## src/rtl/step_ctrl_pkg.sv

```systemverilog
// Shared types for the run/step controller: FSM state encoding and a decode helper.
package step_ctrl_pkg;

  typedef enum logic [1:0] {
    ST_HALTED = 2'd0,
    ST_RUN    = 2'd1,
    ST_BURST  = 2'd2
  } state_e;

  function automatic logic is_enabled(input state_e st);
    return (st == ST_RUN) || (st == ST_BURST);
  endfunction

endpackage

```

## src/rtl/step_control_unit_button_debouncer.sv

```systemverilog
// Two-flop synchroniser, stable-count debouncer and rising-edge pulse for one raw button.
module button_debouncer #(
  parameter int DEBOUNCE_CYCLES = 4
) (
  input  logic clk_i,
  input  logic rst_ni,
  input  logic raw_i,
  output logic pulse_o
);

  localparam int CW = (DEBOUNCE_CYCLES > 2) ? $clog2(DEBOUNCE_CYCLES) : 1;

  logic          s1_q, s2_q;
  logic          lvl_q, lvl_d;
  logic          lvl_dly_q;
  logic [CW-1:0] cnt_q, cnt_d;

  // The debounced level only moves after DEBOUNCE_CYCLES consecutive differing samples.
  always_comb begin
    lvl_d = lvl_q;
    cnt_d = cnt_q;
    if (s2_q != lvl_q) begin
      if (cnt_q == CW'(DEBOUNCE_CYCLES - 1)) begin
        lvl_d = s2_q;
        cnt_d = '0;
      end else begin
        cnt_d = cnt_q + CW'(1);
      end
    end else begin
      cnt_d = '0;
    end
  end

  always_ff @(posedge clk_i) begin
    if (!rst_ni) begin
      s1_q      <= 1'b0;
      s2_q      <= 1'b0;
      lvl_q     <= 1'b0;
      lvl_dly_q <= 1'b0;
      cnt_q     <= '0;
    end else begin
      s1_q      <= raw_i;
      s2_q      <= s1_q;
      lvl_q     <= lvl_d;
      lvl_dly_q <= lvl_q;
      cnt_q     <= cnt_d;
    end
  end

  assign pulse_o = lvl_q & ~lvl_dly_q;

endmodule

```

## src/rtl/step_control_unit.sv

```systemverilog
// Run/step controller: debounced EXEC/STEP buttons drive a HALTED/RUN/BURST FSM that
// gates the core clock enable, plus an enabled-cycle counter and a registered core reset.
module step_control_unit
  import step_ctrl_pkg::*;
#(
  parameter int DEBOUNCE_CYCLES = 4,
  parameter int BURST_W         = 8,
  parameter int CNT_W           = 32
) (
  input  logic               CLOCK,
  input  logic               RESET,
  input  logic               EXEC,
  input  logic               STEP,
  input  logic [BURST_W-1:0] BURST_LEN,
  input  logic               HALT_REQ,
  input  logic               CNT_CLR,
  output logic               CLK_EN,
  output logic               RUNNING,
  output logic               STEP_DONE,
  output logic [CNT_W-1:0]   CYCLE_COUNT,
  output logic               RES_SIG
);

  logic               exec_p, step_p;
  state_e             state_q, state_d;
  logic [BURST_W-1:0] rem_q, rem_d;
  logic               done_q, done_d;
  logic [CNT_W-1:0]   count_q, count_d;
  logic               res_sig_q;

  button_debouncer #(.DEBOUNCE_CYCLES(DEBOUNCE_CYCLES)) u_exec_db (
    .clk_i (CLOCK),
    .rst_ni(RESET),
    .raw_i (EXEC),
    .pulse_o(exec_p)
  );

  button_debouncer #(.DEBOUNCE_CYCLES(DEBOUNCE_CYCLES)) u_step_db (
    .clk_i (CLOCK),
    .rst_ni(RESET),
    .raw_i (STEP),
    .pulse_o(step_p)
  );

  always_ff @(posedge CLOCK) begin
    if (!RESET) begin
      state_q <= ST_HALTED;
      rem_q   <= '0;
      done_q  <= 1'b0;
      count_q <= '0;
    end else begin
      state_q <= state_d;
      rem_q   <= rem_d;
      done_q  <= done_d;
      count_q <= count_d;
    end
  end

  // Priority on a shared edge: HALT_REQ, then EXEC pulse, then STEP pulse.
  always_comb begin
    state_d = state_q;
    rem_d   = rem_q;
    done_d  = 1'b0;
    case (state_q)
      ST_HALTED: begin
        if (exec_p) begin
          state_d = ST_RUN;
        end else if (step_p) begin
          state_d = ST_BURST;
          rem_d   = (BURST_LEN == '0) ? BURST_W'(1) : BURST_LEN;
        end else begin
          state_d = ST_HALTED;
        end
      end
      ST_RUN: begin
        if (HALT_REQ || exec_p) begin
          state_d = ST_HALTED;
        end else begin
          state_d = ST_RUN;
        end
      end
      ST_BURST: begin
        if (HALT_REQ || exec_p) begin
          state_d = ST_HALTED;
          rem_d   = '0;
        end else if (rem_q == BURST_W'(1)) begin
          state_d = ST_HALTED;
          rem_d   = '0;
          done_d  = 1'b1;
        end else begin
          rem_d   = rem_q - BURST_W'(1);
        end
      end
      default: begin
        state_d = ST_HALTED;
        rem_d   = '0;
      end
    endcase

    if (CNT_CLR) begin
      count_d = '0;
    end else if (is_enabled(state_q)) begin
      count_d = count_q + CNT_W'(1);
    end else begin
      count_d = count_q;
    end
  end

  always_comb begin
    CLK_EN  = is_enabled(state_q);
    RUNNING = (state_q == ST_RUN);
  end

  always_ff @(posedge CLOCK) begin
    res_sig_q <= ~RESET;
  end

  assign STEP_DONE   = done_q;
  assign CYCLE_COUNT = count_q;
  assign RES_SIG     = res_sig_q;

endmodule

```

## config.mk

```make
export PLATFORM = sky130hd
export DESIGN_NAME = step_control_unit
export DESIGN_NICKNAME = d
export VERILOG_FILES = /design/src/rtl/step_ctrl_pkg.sv /design/src/rtl/step_control_unit_button_debouncer.sv /design/src/rtl/step_control_unit.sv
export SDC_FILE = /design/constraint.sdc
export NUM_CORES = 1
export LEC_CHECK = 0
export BUFFER_PORTS_ARGS = -buffer_cell sky130_fd_sc_hd__buf_2
export CAP_MARGIN = 20
export CELL_PAD_IN_SITES_DETAIL_PLACEMENT = 0
export CELL_PAD_IN_SITES_GLOBAL_PLACEMENT = 1
export CORE_ASPECT_RATIO = 0.5
export CORE_MARGIN = 4
export CORE_UTILIZATION = 38
export CTS_CLUSTER_SIZE = 28
export DETAILED_ROUTE_END_ITERATION = 10
export GPL_ROUTABILITY_DRIVEN = 0
export PLACE_DENSITY_LB_ADDON = 0.1
export SYNTH_ARGS = -nofsm -noshare
export SYNTH_HDL_FRONTEND = slang
export SYNTH_SLANG_ARGS = --single-unit
```

## constraint.sdc

```tcl
create_clock -name CLOCK -period 2.1 [get_ports CLOCK]
set_input_delay 0.105 -clock CLOCK [delete_from_list [all_inputs] [get_ports CLOCK]]
set_output_delay 0.105 -clock CLOCK [all_outputs]
set_load 0.05 [all_outputs]
```

Yosys cells after proc, flatten, opt, wreduce, memory -nomap -nowiden
Index checks and enable logic that the tools add are counted.
{ "word_totals": {"ff_bits": 56, "in_bits": 14, "word_cells": 62} }
{ "op_classes": {"add_sub_neg": 4, "eq_ne": 10, "muxes": 13, "bitwise": 9, "reduce_logical": 11} }
{ "op_table": {"columns": ["cell", "n"], "rows": [
  ["$mux W8", 5],
  ["$add A32 B1 Y32 const B", 1],
  ["$pmux W8 S3", 1],
  ["$reduce_or A3 Y1", 3],
  ["$eq A8 B1 Y1 const B", 1],
  ["$logic_not A8 Y1", 1],
  ["$mux W2", 4],
  ["$sub A8 B1 Y8 const B", 1],
  ["$not A1 Y1", 7],
  ["$eq A2 B2 Y1 const B", 3],
  ["$pmux W2 S3", 1],
  ["$add A2 B1 Y2 const B", 2],
  ["$ne A2 B2 Y1 const B", 2],
  ["$reduce_and A2 Y1", 2],
  ["$ne A3 B3 Y1 const B", 1],
  ["$reduce_and A3 Y1", 1],
  ["$and A1 B1 Y1", 2],
  ["$eq A2 B1 Y1 const B", 1],
  ["$logic_not A2 Y1", 1],
  ["$logic_or A1 B1 Y1", 2],
  ["$mux W1", 2],
  ["$ne A1 B1 Y1", 2],
  ["$reduce_or A2 Y1", 1]
]} }

Longest topological paths before layout
{ "logic_depth": {"word_depth": 5, "mapped_depth": 9, "depth_no_buf": 7} }

Cells and area by module
A second synthesis with hierarchy kept.
{ "hier_totals": {"hier_cells": 307, "hier_area_um2": 2762.6} }
{ "modules_own_cells": {"columns": ["module", "n_inst", "cells_per_inst", "area_per_inst_um2"], "rows": [
  ["step_control_unit", 1, 275, 2354.8],
  ["button_debouncer", 2, 16, 203.9]
]} }

Worst setup path after synthesis
Ideal clock, no wire load.
{ "synth_timing": {"kind": "flip-flop to flip-flop", "start": "reg state_q[1]", "end": "reg count_q[28], in the netlist CYCLE_COUNT[28]", "setup_ps": 116, "t_arrival_ps": 2350, "path_slack_ps": -367, "stages_incl_launch_ff": 9, "path_cell_list": "dfxtp_1 > inv_1 > ha_1 > buf_4 > nand4_4 > nor4b_4 > and4_4 > a31oi_1 > a41o_1"} }
{ "synth_between": {"elab_chain_cells": 2} }
{ "synth_lines": {"columns": ["item", "line_no", "rtl"], "rows": [
  ["start, declared", "step_control_unit.sv:25", "state_e state_q, state_d;"],
  ["start signal, assigned", "step_control_unit.sv:52", "state_q <= state_d;"],
  ["$eq A2 B1 Y1 or $eq A2 B2 Y1 (tied branches)", null, null],
  ["$logic_or A1 B1 Y1 *", null, null],
  ["net CLK_EN", "step_control_unit.sv:17", "output logic CLK_EN,"],
  ["end signal, assigned", "step_control_unit.sv:55", "count_q <= count_d;"],
  ["end, declared", "step_control_unit.sv:28", "logic [CNT_W-1:0] count_q, count_d;"]
]} }
Mark *: on every way through the listed nets, which the timed path passes. The rest lies on a longest branch.
A chain may end at the register's enable or synchronous reset.

Worst setup path in the final report
{ "layout_timing": {"start": "reg rem_q[1]", "end": "reg state_q[0]"} }
{ "layout_between": {"elab_chain_cells": 2} }
{ "layout_lines": {"columns": ["item", "line_no", "rtl"], "rows": [
  ["start, declared", "step_control_unit.sv:26", "logic [BURST_W-1:0] rem_q, rem_d;"],
  ["start signal, assigned", "step_control_unit.sv:53", "rem_q <= rem_d;"],
  ["$eq A8 B1 Y1", "step_control_unit.sv:86", "end else if (rem_q == BURST_W'(1)) begin"],
  ["$ne A3 B3 Y1 (no line)", null, null]
]} }
No other way between the ends.

==> run metrics <==
CP peak stage delay about 510 ps; n_diodes 0; fmax approximately 0.5 GHz; WS Path Type reg2reg; Antenna Nets Post-Route 0; register share of total power between 40% and 50%; die footprint 8520 um^2; R2R Path End state_q[0]; number of max-cap violations 0; Synth Warn # 0; Worst R2R Path Depth 7; Hold Worst Slack 16.1 ps; post-synthesis adder-cell area fraction 3.75%; period utilisation layout 93.5%; Simple-Gate Fraction of Synth Area 29.4%; total wire length 5970 um; CP endpoint kind flop; via total after detailed routing roughly 2,200; Final setup viols 0; CTS Buffer Depth 2; met3 Usage GRT about 4.9%; setup_tns 0 ps; CORE AREA roughly 6800 um^2; flops & latches, synth 56; sw frac 18.2%; via/cell ratio 5.12; wire per inst 13.7 um; Worst setup SP type flop; ys async rst share 0%; Cell variety after synth 57; grt total ovfl 0; Pre-antenna DRT Iters 4; Syn Nets 310; row count 21; mux contribution to synthesized area 2.30%; Post-synth EDFFs 0; Worst setup startpoint rem_q[1]; # IOs 50; Hold EP u_exec_db.s1_q; cts bufs inserted 5; hold crit path type in2reg; die width 127 um; critical path data required time approximately 2300 ps; CTS tree built; GRT met1 Usage between 10% and 20%; crit path time final 1960 ps; PortBufs slightly below 50; DIE HEIGHT 67.3 um; main combinational cell family by area after synthesis simple AND/OR/NAND/NOR gates; Internal Pwr Total 0.00189 W; Worst Skew 2.02 ps; largest area contributor in the netlist dfxtp_1; final slew viol count 0; reg2reg setup slack 140 ps; Worst EP arrival approximately 2100 ps; 1st-iter DRT viols 119; Synth Area in Compound Gates 9.46%; endpoints failing hold 0; initial antenna violation count 0; layout overhead on the synthesized area 22.4%; first-pass GRT wire length 10,200 um; GR Layer Usage met2 24.3%; largest cells by area after synthesis dfxtp_1 (42%), xor2_1 (6.2%), nor2_1 (5.9%), ha_1 (3.7%), xnor2_1 (3.3%); unrepaired setup endpoints after global routing false; sequential share of the synthesized area 42.0%; leak pwr 1.38 nW; critical path's slowest cell or3b_2; r2r startpoint rem_q[1]; Final nets ~360; grt peak-use layer met2; Clock power frac between 50% and 60%; Sw Pwr between 0.0004 and 0.0005 W; Syn Std Cell Area 2670 um^2; largest net degree at the start of global routing 22; Worst-Margin Slew 451 ps; initial core utilization 39.6%; cell breakdown of the critical path inv_1 > ha_1 > or3b_2 > nor2_1 > nor2_1 > a211oi_1 > a211oi_1; CTS root buffer clkbuf_16; xor and xnor fraction of the mapped netlist area 9.51%; slew margin rel. 69.8%; DRC Markers 0; worst-skew pair later-pin latency ~290 ps; Max H-tree Level 2; Hold Path Cell Cnt 2; critical path peak fanout 6; synthesized area per cell 9.28 um^2; vias in the first global route 2,181; status finished clean; VDD IR-drop max 0.000252 V; Top FF cell, synth dfxtp_1; hold buffers post-CTS 0; overall routing resource usage roughly 15%; post-layout util 48.4%; layout filler cell count ~650; Post-Syn Instances 288; Comb pwr share 2.4%; fraction of layout cells with a size suffix above 1 27.4%; # clock sinks between 50 and 60; Final HPWL DP 4320 um; Clk pin slew, worst setup/hold paths 70 ps; Yosys top cell area share around two fifths; PwrDens 706 nW/um^2; min-delay src EXEC
## worst max-delay path by stage
stage | to | slack [ps]
floorplan | CYCLE_COUNT[28] | 3
global placement | rem_q[7] | 140
detailed placement | rem_q[7] | 120
CTS | rem_q[7] | 110
global route | state_q[0] | 30
finish | state_q[0] | 140
## flip-flops by register name, summed over array words and instances (netlist names), 2 cells and up
name / cells
u_exec_db.cnt_q: 2
u_step_db.cnt_q: 2
rem_q: 8
state_q: 2
CYCLE_COUNT: 32
## critical path, delay by kind of cell (launching register included)
kind                       cells  cell delay [ps]
DFF                            1              360
and+or+nand+nor                3              790
AOI/OAI and AO/OA              2              360
adders and majority gates      1              210
buffers and inverters          1              110
## metal layers
| metal | routed length [um] | vias to the layer above | share of wire, % |
|---|---|---|---|
| met5 | 0 | - | 0 |
| met4 | 51 | 0 | 0.85 |
| met3 | 421 | 5 | 7.1 |
| met2 | 2610 | 56 | 44 |
| met1 | 2880 | 1042 | 48 |
| li1 | - | 1124 | - |
## power by group through the flow
stage	logic [W]	clock network, W	registers (W)
after floorplan	0.0000291	0	0.00110
after global placement	0.0000556	0	0.00109
after detailed placement	0.0000556	0	0.00109
after CTS	0.0000557	0.00122	0.00107
after global routing	0.0000631	0.00126	0.00107
final	0.0000557	0.00119	0.00107
## cell usage after synthesis, types with 4 or more instances
library cell	instances
nor2_1	42
nand2_1	17
nand3_1	12
a211oi_1	4
xnor2_1	10
nor3_1	7
ha_1	8
mux2i_1	5
nand4_1	7
xor2_1	19
and2_1	8
dfxtp_1	56
and3_1	6
clkbuf_1	6
o21ai_0	5
inv_1	10
a21oi_1	9
## kinds of logic (layout without fill, tap and decap cells)
group                      Yosys count  count (layout)
AOI/OAI and AO/OA                   36              36
xor gates and xnor gates            29              29
adders and majority gates            8               8
buffers and inverters               20              75
DFF                                 56              56
muxes                                6               6
and+or+nand+nor                    133             133
## area by class of cell
class                      count  area [um^2]  share of cell area, %
multi-input combinational    212         1470                   45.0
inverter                      10         37.5                   1.15
clock inverter                 3         90.1                   2.75
timing repair buffer          57          305                   9.33
clock buffer                   5          125                   3.83
sequential                    56         1130                   34.4
tap                           92          115                   3.52
## cell usage in the layout, fill, tap and decap left out, drive strengths merged, types with 2 or more instances in the layout
cell type / instances
o2bb2ai: 2
o22ai: 2
nor4: 3
or2: 2
ha: 8
or3b: 2
bufinv: 3
o31ai: 2
dfxtp: 56
o31a: 2
nor2: 42
nand4: 8
nand3: 13
a211oi: 5
and3: 8
a21oi: 9
xnor2: 10
nand2: 17
a32oi: 2
nor3: 10
mux2i: 5
buf: 57
o21ai: 5
or3: 3
and2: 8
nor4b: 3
and4b: 2
and4: 6
or4: 2
nor3b: 2
xor2: 19
inv: 10
clkbuf: 5
## metrics by stage
step	total power, W	instance area [um^2]	std cells	setup WS, ps
finish	0.00231	3270	435	137
global route	0.00239	3270	435	31.5
CTS	0.00235	3260	435	111
detailed placement	0.00115	3050	427	118
global placement	0.00115	3050	427	144
floorplan	0.00113	2690	288	3.42
## timing repair
item / 4_1_cts / 5_1_grt
setup buffers: 0 / 0
resized for setup: 0 / 1
setup endpoints to repair: 0 / 1
Note: power is estimated with default switching activity, not from simulation.
